===== config.mk =====
export PLATFORM = sky130hd
export DESIGN_NAME = multicycle_controller
export DESIGN_NICKNAME = d
export VERILOG_FILES = /design/src/rtl/multicycle_controller_pkg.sv /design/src/rtl/multicycle_controller_mem_wait_timer.sv /design/src/rtl/multicycle_controller.sv
export SDC_FILE = /design/constraint.sdc
export NUM_CORES = 1
export LEC_CHECK = 0
export CAP_MARGIN = 15
export CORE_MARGIN = 2
export CORE_UTILIZATION = 40
export DETAILED_ROUTE_END_ITERATION = 10
export PLACE_DENSITY = 0.7
export SLEW_MARGIN = 15
export SYNTH_ARGS = -nofsm -noshare
export SYNTH_HDL_FRONTEND = slang
export SYNTH_HIERARCHICAL = 1
export SYNTH_SLANG_ARGS = --single-unit

===== constraint.sdc =====
create_clock -name clk -period 8.6 [get_ports clk]
set_input_delay 0.86 -clock clk [delete_from_list [all_inputs] [get_ports clk]]
set_output_delay 0.86 -clock clk [all_outputs]
set_load 0.02 [all_outputs]

===== src/rtl/multicycle_controller_pkg.sv =====
// Shared opcode map, state encoding and datapath select codes for the
// multi-cycle fetch/decode/execute controller.
package multicycle_controller_pkg;

   localparam logic [7:0] OP_ADD   = 8'h05;
   localparam logic [7:0] OP_SUB   = 8'h09;
   localparam logic [7:0] OP_CMP   = 8'h0B;
   localparam logic [7:0] OP_AND   = 8'h01;
   localparam logic [7:0] OP_OR    = 8'h02;
   localparam logic [7:0] OP_XOR   = 8'h03;
   localparam logic [7:0] OP_MOV   = 8'h0D;
   localparam logic [7:0] OP_ADDI  = 8'h50;
   localparam logic [7:0] OP_SUBI  = 8'h90;
   localparam logic [7:0] OP_CMPI  = 8'hB0;
   localparam logic [7:0] OP_ANDI  = 8'h10;
   localparam logic [7:0] OP_ORI   = 8'h20;
   localparam logic [7:0] OP_XORI  = 8'h30;
   localparam logic [7:0] OP_MOVI  = 8'hD0;
   localparam logic [7:0] OP_LSH   = 8'h84;
   localparam logic [7:0] OP_LSHI0 = 8'h80;
   localparam logic [7:0] OP_LSHI1 = 8'h81;
   localparam logic [7:0] OP_LUI   = 8'hF0;
   localparam logic [7:0] OP_LOAD  = 8'h40;
   localparam logic [7:0] OP_STOR  = 8'h44;
   localparam logic [7:0] OP_JAL   = 8'h48;
   localparam logic [7:0] OP_JCOND = 8'h4C;
   localparam logic [7:0] OP_BCOND = 8'hC0;

   typedef enum logic [4:0] {
      S_FETCH,
      S_DECODE,
      S_EXEC_R,
      S_EXEC_I,
      S_SHIFT,
      S_LUI1,
      S_LUI2,
      S_LOAD_REQ,
      S_LOAD_WB,
      S_STOR_REQ,
      S_STOR_DONE,
      S_JAL_LINK,
      S_JUMP,
      S_BRANCH,
      S_ILLEGAL,
      S_FAULT
   } state_e;

   localparam logic [3:0] ALU_ADD = 4'b0000;
   localparam logic [3:0] ALU_SUB = 4'b1000;
   localparam logic [3:0] ALU_AND = 4'b0001;
   localparam logic [3:0] ALU_OR  = 4'b0010;
   localparam logic [3:0] ALU_XOR = 4'b0011;

   localparam logic [2:0] BUS_ALU   = 3'b000;
   localparam logic [2:0] BUS_SHIFT = 3'b001;
   localparam logic [2:0] BUS_IMM   = 3'b010;
   localparam logic [2:0] BUS_MEM   = 3'b011;
   localparam logic [2:0] BUS_LINK  = 3'b100;
   localparam logic [2:0] BUS_STORE = 3'b101;

   typedef struct packed {
      logic [3:0] alu_op;
      logic       flag_write;
      logic       reg_write;
      logic       is_mov;
   } alu_ctl_t;

   // JCOND has no execute state of its own; it reuses JUMP for its single
   // pcJump cycle.
   function automatic state_e decode_state(input logic [7:0] op);
      case (op)
         OP_ADD, OP_SUB, OP_CMP, OP_AND, OP_OR, OP_XOR, OP_MOV:       return S_EXEC_R;
         OP_ADDI, OP_SUBI, OP_CMPI, OP_ANDI, OP_ORI, OP_XORI, OP_MOVI: return S_EXEC_I;
         OP_LSH, OP_LSHI0, OP_LSHI1: return S_SHIFT;
         OP_LUI:   return S_LUI1;
         OP_LOAD:  return S_LOAD_REQ;
         OP_STOR:  return S_STOR_REQ;
         OP_JAL:   return S_JAL_LINK;
         OP_JCOND: return S_JUMP;
         OP_BCOND: return S_BRANCH;
         default:  return S_ILLEGAL;
      endcase
   endfunction

   function automatic alu_ctl_t alu_decode(input logic [7:0] op);
      alu_ctl_t c;
      c = '0;
      case (op)
         OP_ADD, OP_ADDI: c = '{alu_op: ALU_ADD, flag_write: 1'b1, reg_write: 1'b1, is_mov: 1'b0};
         OP_SUB, OP_SUBI: c = '{alu_op: ALU_SUB, flag_write: 1'b1, reg_write: 1'b1, is_mov: 1'b0};
         OP_CMP, OP_CMPI: c = '{alu_op: ALU_SUB, flag_write: 1'b1, reg_write: 1'b0, is_mov: 1'b0};
         OP_AND, OP_ANDI: c = '{alu_op: ALU_AND, flag_write: 1'b1, reg_write: 1'b1, is_mov: 1'b0};
         OP_OR,  OP_ORI:  c = '{alu_op: ALU_OR,  flag_write: 1'b1, reg_write: 1'b1, is_mov: 1'b0};
         OP_XOR, OP_XORI: c = '{alu_op: ALU_XOR, flag_write: 1'b1, reg_write: 1'b1, is_mov: 1'b0};
         OP_MOV, OP_MOVI: c = '{alu_op: ALU_ADD, flag_write: 1'b0, reg_write: 1'b1, is_mov: 1'b1};
         default:         c = '0;
      endcase
      return c;
   endfunction

endpackage


===== src/rtl/multicycle_controller_mem_wait_timer.sv =====
// Counts memory wait states for the current request and flags a timeout
// once MAX_WAIT waits have elapsed with ready still low.
module mem_wait_timer
   import multicycle_controller_pkg::*;
#(
   parameter int MAX_WAIT = 4
) (
   input  logic clk,
   input  logic reset,
   input  logic clear,
   input  logic enable,
   output logic timeout
);

   logic [7:0] count;

   // NOTE: sequential state uses non-blocking assignments so every flop
   // samples the pre-edge values regardless of block ordering.
   always_ff @(posedge clk or negedge reset) begin
      if (!reset) begin
         count <= '0;
      end else if (clear) begin
         count <= '0;
      end else if (enable && count != 8'hFF) begin
         count <= count + 8'd1;
      end
   end

   assign timeout = enable && (count == 8'(MAX_WAIT));

endmodule


===== src/rtl/multicycle_controller.sv =====
// Multi-cycle fetch/decode/execute controller with a bounded memory
// handshake, fetch stall, illegal-opcode skip and sticky bus fault.
module multicycle_controller
   import multicycle_controller_pkg::*;
#(
   parameter int WIDTH    = 16,
   parameter int OPW      = 8,
   parameter int MAX_WAIT = 4
) (
   input  logic             clk,
   input  logic             reset,
   input  logic [WIDTH-1:0] instruction,
   input  logic [OPW-1:0]   instructionOp,
   input  logic             mem_ready,
   input  logic             stall,
   output logic             mem_req,
   output logic             fetchPhase,
   output logic [3:0]       ALUOp,
   output logic [1:0]       shiftOp,
   output logic [2:0]       busOp,
   output logic             immMUX,
   output logic             regWrite,
   output logic             memWrite,
   output logic             flagWrite,
   output logic             LUIOp,
   output logic             pcAdd,
   output logic             pcJump,
   output logic             pcBranch,
   output logic             illegal_op,
   output logic             bus_fault
);

   state_e     state, state_next;
   logic [7:0] op;
   alu_ctl_t   alu_ctl;
   logic       req_active;
   logic       wait_en;
   logic       timeout;
   logic       unused_instruction;

   assign op                 = 8'(instructionOp);
   assign alu_ctl            = alu_decode(op);
   assign unused_instruction = ^instruction;

   // Request qualifier kept apart from the output decode so the timer
   // feedback into next-state logic has no combinational loop.
   assign req_active = reset && (((state == S_FETCH) && !stall) ||
                                 (state == S_LOAD_REQ) || (state == S_STOR_REQ));
   assign wait_en    = req_active && !mem_ready;

   mem_wait_timer #(.MAX_WAIT(MAX_WAIT)) u_timer (
      .clk     (clk),
      .reset   (reset),
      .clear   (state_next != state),
      .enable  (wait_en),
      .timeout (timeout)
   );

   always_ff @(posedge clk or negedge reset) begin
      if (!reset) begin
         state     <= S_FETCH;
         bus_fault <= 1'b0;
      end else begin
         state <= state_next;
         if (timeout) bus_fault <= 1'b1;
      end
   end

   always_comb begin
      // NOTE: every signal written here gets a default first, so no path
      // through the case can infer a latch.
      state_next = state;
      mem_req    = 1'b0;
      fetchPhase = 1'b0;
      ALUOp      = ALU_ADD;
      shiftOp    = 2'b00;
      busOp      = BUS_ALU;
      immMUX     = 1'b0;
      regWrite   = 1'b0;
      memWrite   = 1'b0;
      flagWrite  = 1'b0;
      LUIOp      = 1'b0;
      pcAdd      = 1'b0;
      pcJump     = 1'b0;
      pcBranch   = 1'b0;
      illegal_op = 1'b0;
      // Held reset forces every output low, including a FETCH request.
      if (reset) begin
         case (state)
            S_FETCH: begin
               if (!stall) begin
                  mem_req = 1'b1;
                  if (mem_ready) begin
                     fetchPhase = 1'b1;
                     state_next = S_DECODE;
                  end else if (timeout) begin
                     state_next = S_FAULT;
                  end
               end
            end
            S_DECODE: state_next = decode_state(op);
            S_EXEC_R, S_EXEC_I: begin
               ALUOp      = alu_ctl.alu_op;
               flagWrite  = alu_ctl.flag_write;
               regWrite   = alu_ctl.reg_write;
               busOp      = alu_ctl.is_mov ? BUS_IMM : BUS_ALU;
               immMUX     = (state == S_EXEC_I);
               pcAdd      = 1'b1;
               state_next = S_FETCH;
            end
            S_SHIFT: begin
               busOp      = BUS_SHIFT;
               regWrite   = 1'b1;
               pcAdd      = 1'b1;
               immMUX     = (op != OP_LSH);
               state_next = S_FETCH;
            end
            S_LUI1: begin
               immMUX     = 1'b1;
               busOp      = BUS_IMM;
               regWrite   = 1'b1;
               state_next = S_LUI2;
            end
            S_LUI2: begin
               LUIOp      = 1'b1;
               immMUX     = 1'b1;
               busOp      = BUS_SHIFT;
               regWrite   = 1'b1;
               pcAdd      = 1'b1;
               state_next = S_FETCH;
            end
            S_LOAD_REQ: begin
               mem_req = 1'b1;
               if (mem_ready)    state_next = S_LOAD_WB;
               else if (timeout) state_next = S_FAULT;
            end
            S_LOAD_WB: begin
               busOp      = BUS_MEM;
               regWrite   = 1'b1;
               pcAdd      = 1'b1;
               state_next = S_FETCH;
            end
            S_STOR_REQ: begin
               mem_req  = 1'b1;
               memWrite = 1'b1;
               busOp    = BUS_STORE;
               if (mem_ready)    state_next = S_STOR_DONE;
               else if (timeout) state_next = S_FAULT;
            end
            S_STOR_DONE: begin
               pcAdd      = 1'b1;
               state_next = S_FETCH;
            end
            S_JAL_LINK: begin
               busOp      = BUS_LINK;
               regWrite   = 1'b1;
               pcAdd      = 1'b1;
               state_next = S_JUMP;
            end
            S_JUMP: begin
               pcJump     = 1'b1;
               state_next = S_FETCH;
            end
            S_BRANCH: begin
               pcBranch   = 1'b1;
               immMUX     = 1'b1;
               state_next = S_FETCH;
            end
            S_ILLEGAL: begin
               illegal_op = 1'b1;
               pcAdd      = 1'b1;
               state_next = S_FETCH;
            end
            S_FAULT:  state_next = S_FAULT;
            default:  state_next = S_FETCH;
         endcase
      end
   end

endmodule

; Yosys cells after proc, flatten, opt, wreduce, memory -nomap -nowiden
; Index checks and enable logic that the tools add are counted.
[word_totals]
reg_bits = 14
latch_bits = 0
mem_bits_rw = 0
romBits = 0
in_bits = 28
output_inout_bits = 21
wordCells = 114
memories = 0
[op_classes]
addsub = 1
mul = 0
n_div = 0
order_cmp = 0
n_eq_ne = 42
shifts = 0
n_mux = 41
n_bitwise = 0
n_reduce_logical = 27
[op_table]
columns = cell, count
row1 = "equality test 8 bit, second input constant", 8
row2 = one-hot mux 7 bit (7 select lines), 1
row3 = "equality test 5 x 4 -> 1 bit, second input constant", 8
row4 = "equality test 8 x 7 -> 1 bit, second input constant", 5
row5 = one-hot mux 4 bit (9 select lines), 1
row6 = one-hot mux 5 bit (7 select lines), 1
row7 = two-way mux 5 bit, 6
row8 = "equality test 8 x 4 -> 1 bit, second input constant", 3
row9 = two-way mux 1 bit, 22
row10 = "equality test 5 x 3 -> 1 bit, second input constant", 4
row11 = OR reduction 2 bit, 10
row12 = one-hot mux 3 bit (6 select lines), 1
row13 = "equality test 8 x 2 -> 1 bit, second input constant", 2
row14 = "equality test 8 x 3 -> 1 bit, second input constant", 2
row15 = "equality test 8 x 6 -> 1 bit, second input constant", 2
row16 = two-way mux 8 bit, 2
row17 = "!= test 8 bit, second input constant", 2
row18 = OR reduction 7 bit, 2
row19 = "equality test 5 x 2 -> 1 bit, second input constant", 2
row20 = "adder 8 x 1 -> 8 bit, second input constant", 1
row21 = "equality test 8 x 1 -> 1 bit, second input constant", 1
row22 = "equality test 8 x 5 -> 1 bit, second input constant", 1
row23 = two-way mux 4 bit, 2
row24 = OR reduction 8 bit, 1
row25 = 13 further kinds, 21

; Logic depth before layout (Yosys ltp)
; Gate-level depths: netlist of the first run.
[logic_depth]
depth_word = 14
mapped_depth = 17
ltp_nobuf = 15

; By module
; The synthesis of the first run kept the hierarchy.
[by_module_without_submodules]
columns = module, instances, cells_each, area_each_um2, seq_area_each_um2
row1 = multicycle_controller, 1, 194, 1257.5, 150.1
row2 = mem_wait_timer, 1, 52, 503.0, 200.2

; Worst setup path before layout of the first run
; OpenSTA, ideal clock, no wires.
[synth_timing]
path_kind = input -> register
start = input port stall
end = register u_timer.count[5]
setup_ps = 83
t_arrival_ps = 3739
required_time_ps = 8517
setup_slack_ps = 4779
stages = 14
n_path_buf = 0
path_cell_list = nor3_1 a32oi_1 nor3_1 nand2_1 nor4_2 o21a_1 o211ai_1 o311ai_0 o311a_1 o21ai_0 and4bb_1 o221ai_2 or4_1 o21ai_0
[synth_between]
elab_chain_cells = 14
word_cells_on_any_way = 18
cone_classes = eq/ne (1) / mux (8) / reduce/logical (9)
[synth_lines]
columns = item, line
row1 = from (decl), multicycle_controller.sv:15  ; input logic stall,
row2 = zero test 1 bit (*), -
row3 = logical AND 1 bit (*), multicycle_controller.sv:47  ; assign req_active = reset && (((state == S_FETCH) && !stall) ||
row4 = logical OR 1 bit (*), multicycle_controller.sv:47
row5 = logical OR 1 bit (*), multicycle_controller.sv:48  ; (state == S_LOAD_REQ) || (state == S_STOR_REQ));
row6 = logical AND 1 bit (*), multicycle_controller.sv:47
row7 = logical AND 1 bit (*), multicycle_controller.sv:49  ; assign wait_en = req_active && !mem_ready;
row8 = net wait_en, multicycle_controller.sv:37  ; logic wait_en;
row9 = logical AND 1 bit (*), multicycle_controller_mem_wait_timer.sv:29  ; assign timeout = enable && (count == 8'(MAX_WAIT));
row10 = net timeout, multicycle_controller.sv:38  ; logic timeout;
row11 = two-way mux 5 bit (*), "multicycle_controller.sv:96, multicycle_controller.sv:135, multicycle_controller.sv:148"
row12 = two-way mux 5 bit, multicycle_controller.sv:93  ; if (mem_ready) begin
row13 = two-way mux 5 bit, multicycle_controller.sv:91  ; if (!stall) begin
row14 = one-hot mux 5 bit (7 select lines) (*), multicycle_controller.sv:89  ; case (state)
row15 = two-way mux 5 bit (*), multicycle_controller.sv:88  ; if (reset) begin
row16 = != test 5 bit (*), multicycle_controller.sv:54  ; .clear (state_next != state),
row17 = two-way mux 8 bit / nonzero test 2 bit (equally long branches), -
row18 = to (signal assigned), multicycle_controller_mem_wait_timer.sv:25  ; count <= count + 8'd1;
row19 = to (decl), multicycle_controller_mem_wait_timer.sv:15  ; logic [7:0] count;
; The timed path passes the listed nets; every way through them passes the cells marked *.
; A chain may end at the register's enable or synchronous reset.

; Worst setup path in the final report of the first run
; Ends and elaborated chain as after synthesis.

==> metrics.csv, run 1 <==
stage,metric,value,unit
detailed_routing,via_per_inst,6.02,
synthesis,synth_top_area_share,19.9,%
synthesis,yosys.area_share.simple,38.9,%
clock_network,clk_path_buf_depth,2,
placement,gp_congestion,0.842,
layout,syn_to_final_growth,17.9,%
synthesis,yosysUniqueCellTypes,64,
clock_network,cts_hold_buf,0,
global_route,grt_remaining_overflow,0,
placement,hpwl,3240,um
setup_path,r2r_start,state[1],
setup_path,required,8760,ps
setup_path,cp_slowest_cell,or4_1,
pwr,power_density,208,nW/um^2
setup_path,path_class,in2reg,
setup_path,crit_cells,15,
layout,drive_gt1_share,7.34,%
setup_path,arrival,5000,ps
synthesis,ys.flop_type,dfrtp_1,
floorplanning,initial_core_util,41.0,%
clock_network,numCtsBuffers,3,
placement,io_buffers,29,
floorplanning,io_pins,49,
pwr,power_frac_comb,57.8,%
setup_path,r2r-end,u_timer/count[5],
synthesis,synth_adder_area_share,1.42,%
synthesis,synth_top_family_by_area,simple AND/OR/NAND/NOR gates,
synthesis,synth_edf_count,0,
sta,max_slew_margin,48.8,%
layout,fillCellCount,426,
sta,tightest_slew,768,ps
setup_path,crit_family,simple AND/OR/NAND/NOR gates,
layout,num_antenna_cells,0,
setup_path,path_buf_inv,1,
pwr,swShare,47.8,%
global_route,grt_max_degree,35,
setup_path,crit_start,stall,
layout,num-nets-final,290,
sta,max_freq,0.207,GHz
synthesis,synth_compound_area_share,27.1,%
pwr,ir_drop,0.000154,V
clock_network,cts_tree,yes,
floorplanning,dieWidth,70.3,um
setup_path,end_kind,flop,
pwr,clkPwrFrac,14.8,%
pwr,p_seq_share,27.4,%
placement,pre_cts_slack,3560,ps
sta,timing.final.crit_share,56.3,%
detailed_routing,first_pass_iters,4,
sta,final-hold-violation-count,0,
pwr,cellLeakagePower,0.721,nW
synthesis,synth_seq_cells,14,
setup_path,startpoint_type,input port,
sta,setup_slack,3760,ps
pwr,p_switching,0.206,mW
setup_path,worstSetupEndpoint,u_timer/count[5],
floorplanning,num_rows,24,
global_route,grt_pass1_wl,7740,um
synthesis,async_flop_share,100,%
clock_network,root_buffer,clkbuf_8,
setup_path,cp_max_fo,12,
layout,final_core_util,48.3,%
hold_path,hp-class,reg2reg,
floorplanning,dieArea,4950,um^2
synthesis,yosysTopAreaCell,dfrtp_1,
synthesis,synthesis.area,1760,um^2
synthesis,yosys-top-cells-area,"dfrtp_1 20%, nor2_1 5.3%, nand2_1 4.7%",
layout,final_cell_mix,"29 x clkdlybuf4s50_1, 25 x nor2_1, 22 x nand2_1",
pwr,finalPower,0.431,mW
sta,rsz0062_at_grt,no,
detailed_routing,routed_wirelength,4540,um
synthesis,ys_warn_count,6,
job,drv_cap,0,
pwr,p_int,0.225,mW
synthesis,synth-seq-area-share,19.9,%
setup_path,reg2reg_depth,14,
detailed_routing,wl_met3,253,um
clock_network,ctsResizeCount,0,
synthesis,muxShareOfSynthArea,3.27,%
detailed_routing,postRouteAntennaNets,0,
setup_path,r2r_slack,4010,ps
setup_path,max_stage_delay,580,ps
clock_network,cts.htree.levels,1,
synthesis,syn_area_per_cell,7.16,um^2
detailed_routing,met1_length,2240,um
detailed_routing,wl_per_cell,14.6,um
detailed_routing,vias,1872,
global_route,grt_pass1_vias,1600,
clock_network,clk_latency,240,ps
sta,finalSetupTns,0,ps
detailed_routing,drc_errors,0,
detailed_routing,wl_met2,2030,um
synthesis,netlist_instances,246,
layout,layout_commonest_cell,clkdlybuf4s50_1,
clock_network,post_cts_buffers,0,
setup_path,path_cells,clkdlybuf4s50_1 -> nor3_1 -> a32oi_1 -> nor3_1 -> nand2_1 -> nor4_2 -> o21a_1 -> o211ai_1 -> o311ai_0 -> o311a_1 -> o21ai_0 -> and4bb_1 -> o221ai_2 -> or4_1 -> o21ai_0,
global_route,grt_use_total,18.7,%
clock_network,numClockSinks,14,
sta,clock_skew,2.67,ps
detailed_routing,top_layer_used,met4,
sta,slew_violations,0,
global_route,antenna_found_initial,0,
sta,fin_crit,4840,ps
detailed_routing,drt_iter0_drc,123,
synthesis,synth-xor-area-share,0.995,%
sta,setup_violations,0,
clock_network,clkTransAtPathRegs,60,ps
floorplanning,coreArea,4290,um^2
floorplanning,die_h,70.3,um
outcome,status,"complete, no violations",
-- synth_stat cells, drive strengths merged, types with 6 or more instances --
cell and number:
a21oi 12, buf 10, clkbuf 13, dfrtp 14
inv 9, nand2 22, nand2b 6, nand3 8
nor2 25, nor2b 9, nor3 8, nor3b 7
o211ai 6, o21ai 18
-- sequential cells by signal, indices dropped and copies added (netlist names) --
register	count
u_timer/count	8
bus_fault	1
state	5
-- kinds of logic (layout without fill, tap and decap cells) --
kind of cell	after synthesis	in the layout
AOI/OAI and AO/OA	70	70
xor gates and xnor gates	2	2
adders and majority gates	2	2
buffers and inverters	32	43
DFF	14	14
muxes	5	5
other	1	3
and+or+nand+nor	120	120
-- stage by stage --
step	hold WS [ps]	cells	instance area, um^2
3_3_place_gp	456	307	2020
2_1_floorplan	552	248	1770
4_1_cts	472	311	2080
5_1_grt	516	311	2080
3_5_place_dp	457	307	2020
6_report	470	311	2080
-- metal layers --
| layer | vias up | track usage [%] |
|---|---|---|
| li1 | 929 | - |
| met1 | 881 | 28.3 |
| met2 | 60 | 28.2 |
| met3 | 2 | 3.32 |
| met4 | 0 | 2.56 |
| met5 | - | 0 |
-- area by class of cell --
cell class              count  area (um^2)  area share [%]
multi-input cells         202         1270            61.4
flip-flops and latches     14          350            16.9
repair buffers             30          298            14.3
well taps                  52         65.1            3.13
clock buffers               4         55.1            2.65
inverters                   9         33.8            1.63
-- worst min-delay path by stage --
stage	start	slack, ps	cells past startpoint	to
after floorplan	u_timer/count[1]	550	2	u_timer/count[1]
after global placement	bus_fault	460	1	bus_fault
after detailed placement	bus_fault	460	1	bus_fault
after CTS	bus_fault	470	1	bus_fault
after global routing	bus_fault	520	1	bus_fault
final	bus_fault	470	1	bus_fault
-- power groups by stage --
| stage | sequential [mW] | combinational, mW | clock (mW) |
|---|---|---|---|
| after global placement | 0.118 | 0.245 | 0 |
| after floorplan | 0.0832 | 0.219 | 0 |
| final | 0.118 | 0.249 | 0.0638 |
| after CTS | 0.117 | 0.249 | 0.0653 |
| after global routing | 0.122 | 0.275 | 0.0701 |
| after detailed placement | 0.118 | 0.247 | 0 |
(Power assumes the default switching activity.)
==> run 2, diff against run 1 <==
PLACE_DENSITY = 0.72   (was 0.7)
clock period = 4.09 ns   (was 8.6 ns; I/O delays follow)
==> metrics.csv, run 2 (same netlist as run 1, synthesis figures left out) <==
stage,metric,value,unit,change
floorplanning,dieWidth,70.3,um,unchanged
layout,top_register,u_timer/count,,
job,drv_cap,0,,unchanged
floorplanning,die_h,70.3,um,unchanged
pwr,swShare,47.0,%,-0.75 points
global_route,grt_pass1_wl,7620,um,-1.5%
clock_network,clk_latency,240,ps,about the same
floorplanning,coreArea,4290,um^2,unchanged
sta,final-hold-violation-count,0,,unchanged
detailed_routing,wl_per_cell,14.4,um,-1.2%
global_route,grt_max_degree,34,,-2.9%
detailed_routing,postRouteAntennaNets,0,,unchanged
clock_network,numClockSinks,14,,unchanged
pwr,ir_drop,0.000328,V,+110%
layout,reg_top3,"u_timer/count x8, state x5, bus_fault x1",,
layout,syn_to_final_growth,21.0,%,
floorplanning,io_pins,49,,unchanged
clock_network,numCtsBuffers,3,,unchanged
setup_path,required,4260,ps,-4500 ps
placement,hpwl,3310,um,+2.1%
global_route,grt_pass1_vias,1618,,+1.1%
global_route,grt_use_total,18.4,%,-0.22 points
layout,layout_commonest_cell,clkdlybuf4s50_1,,
setup_path,crit_family,simple AND/OR/NAND/NOR gates,,
sta,slew_violations,0,,unchanged
clock_network,root_buffer,clkbuf_8,,
floorplanning,dieArea,4950,um^2,unchanged
sta,clock_skew,2.21,ps,-0.459 ps
setup_path,path_buf_inv,1,,unchanged
detailed_routing,vias,1915,,+2.3%
outcome,status,"complete, no violations",,
pwr,power_frac_comb,68.7,%,+11 points
floorplanning,num_rows,24,,unchanged
placement,io_buffers,29,,unchanged
clock_network,cts_hold_buf,0,,unchanged
layout,final_cell_mix,"29 x clkdlybuf4s50_1, 25 x nor2_1, 22 x nand2_1",,
sta,finalSetupTns,0,ps,unchanged
setup_path,startpoint_type,input port,,
layout,largest_reg_flops,8,,unchanged
global_route,grt_remaining_overflow,0,,unchanged
setup_path,cp_max_fo,4,,-8
layout,num-nets-final,299,,+3.1%
sta,rsz0062_at_grt,no,,
layout,final_core_util,49.6,%,+1.3 points
sta,max_slew_margin,63.5,%,+15 points
pwr,p_int,0.496,mW,+120%
global_route,antenna_found_initial,0,,unchanged
sta,max_freq,0.274,GHz,
detailed_routing,routed_wirelength,4590,um,+1.3%
sta,setup_violations,0,,unchanged
pwr,p_seq_share,19.5,%,-7.9 points
placement,gp_congestion,0.829,,-1.5%
detailed_routing,first_pass_iters,4,,unchanged
clock_network,cts.htree.levels,1,,unchanged
setup_path,max_stage_delay,530,ps,-50 ps
pwr,power_density,440,nW/um^2,+110%
pwr,clkPwrFrac,11.8,%,-3.0 points
pwr,p_switching,0.440,mW,+110%
clock_network,clkTransAtPathRegs,50,ps,about the same
hold_path,hp-class,reg2reg,,
sta,tightest_slew,544,ps,-224 ps
clock_network,cts_tree,yes,,
setup_path,r2r_slack,510,ps,-3500 ps
layout,drive_gt1_share,10.1,%,+2.8 points
pwr,cellLeakagePower,0.761,nW,+5.5%
clock_network,clk_path_buf_depth,2,,unchanged
detailed_routing,drt_iter0_drc,138,,+12%
clock_network,ctsResizeCount,0,,unchanged
setup_path,path_class,in2reg,,
sta,timing.final.crit_share,89.3,%,
setup_path,arrival,3820,ps,-1180 ps
floorplanning,initial_core_util,41.0,%,unchanged
setup_path,path_cells,clkdlybuf4s50_1 -> nor3_1 -> a32oi_1 -> nor3_1 -> nand2_1 -> nor4_2 -> o21a_1 -> o211ai_1 -> o311ai_0 -> o311a_1 -> o21ai_0 -> and4bb_1 -> o221ai_2 -> or4_1 -> o21ai_0,,
detailed_routing,via_per_inst,6.00,,-0.27%
detailed_routing,drc_errors,0,,unchanged
clock_network,post_cts_buffers,0,,unchanged
setup_path,end_kind,flop,,
sta,fin_crit,3650,ps,
layout,num_antenna_cells,0,,unchanged
setup_path,cp_slowest_cell,or4_1,,
## run 2: power by group through the flow
stage	Clock [mW]	Combinational [mW]	Sequential (mW)
finish	0.111	0.643	0.183
floorplan	0	0.460	0.175
CTS	0.115	0.640	0.182
detailed placement	0	0.636	0.184
global placement	0	0.627	0.183
global route	0.121	0.706	0.185
## run 2: worst reg2reg max path: stages (launching register included)
cell and delay (ps):
dfrtp_1 420, buf_4 210, inv_1 160, a32oi_1 150, nor3_1 250, nand2_1 110
nor4_2 220, o21a_1 150, o211ai_1 110, o311ai_0 450, o311a_1 230, o21ai_0 70
and4bb_1 290, o221ai_2 100, or4_1 530, o21ai_0 80
## run 2: metrics by stage
step	instances	setup WS, ps	power, mW	cell area [um^2]	hold WS (ps)
CTS	319	511	0.937	2130	476
finish	319	438	0.937	2130	467
global route	319	152	1.01	2130	510
global placement	316	326	0.809	2090	455
floorplan	248	469	0.635	1770	113
detailed placement	316	271	0.820	2090	462
## run 2: cell type report
class / instances / area [um^2]
inverter: 9 / 33.8
fill: 424 / 2160
multi-input combinational: 202 / 1270
sequential: 14 / 350
tap: 52 / 65.1
clock buffer: 3 / 41.3
timing repair buffer: 39 / 365
## run 2: per-layer routing
metal / vias up / share of wire (%) / track usage [%]
li1: 954 / - / -
met1: 888 / 50 / 29.1
met2: 71 / 42 / 26.2
met3: 2 / 7.7 / 3.90
met4: 0 / 0.41 / 2.14
met5: - / 0 / 0
## run 2: path summary, 6_finish.rpt
path | from | cells after the start | to
min in group asynchronous | reset | 2 | bus_fault
hold reg to reg | bus_fault | 1 | bus_fault
setup reg to reg | state[3] | 15 | u_timer/count[5]
hold / removal | bus_fault | 1 | bus_fault
max in group asynchronous | reset | 2 | u_timer/count[3]
setup / recovery | stall | 15 | u_timer/count[5]
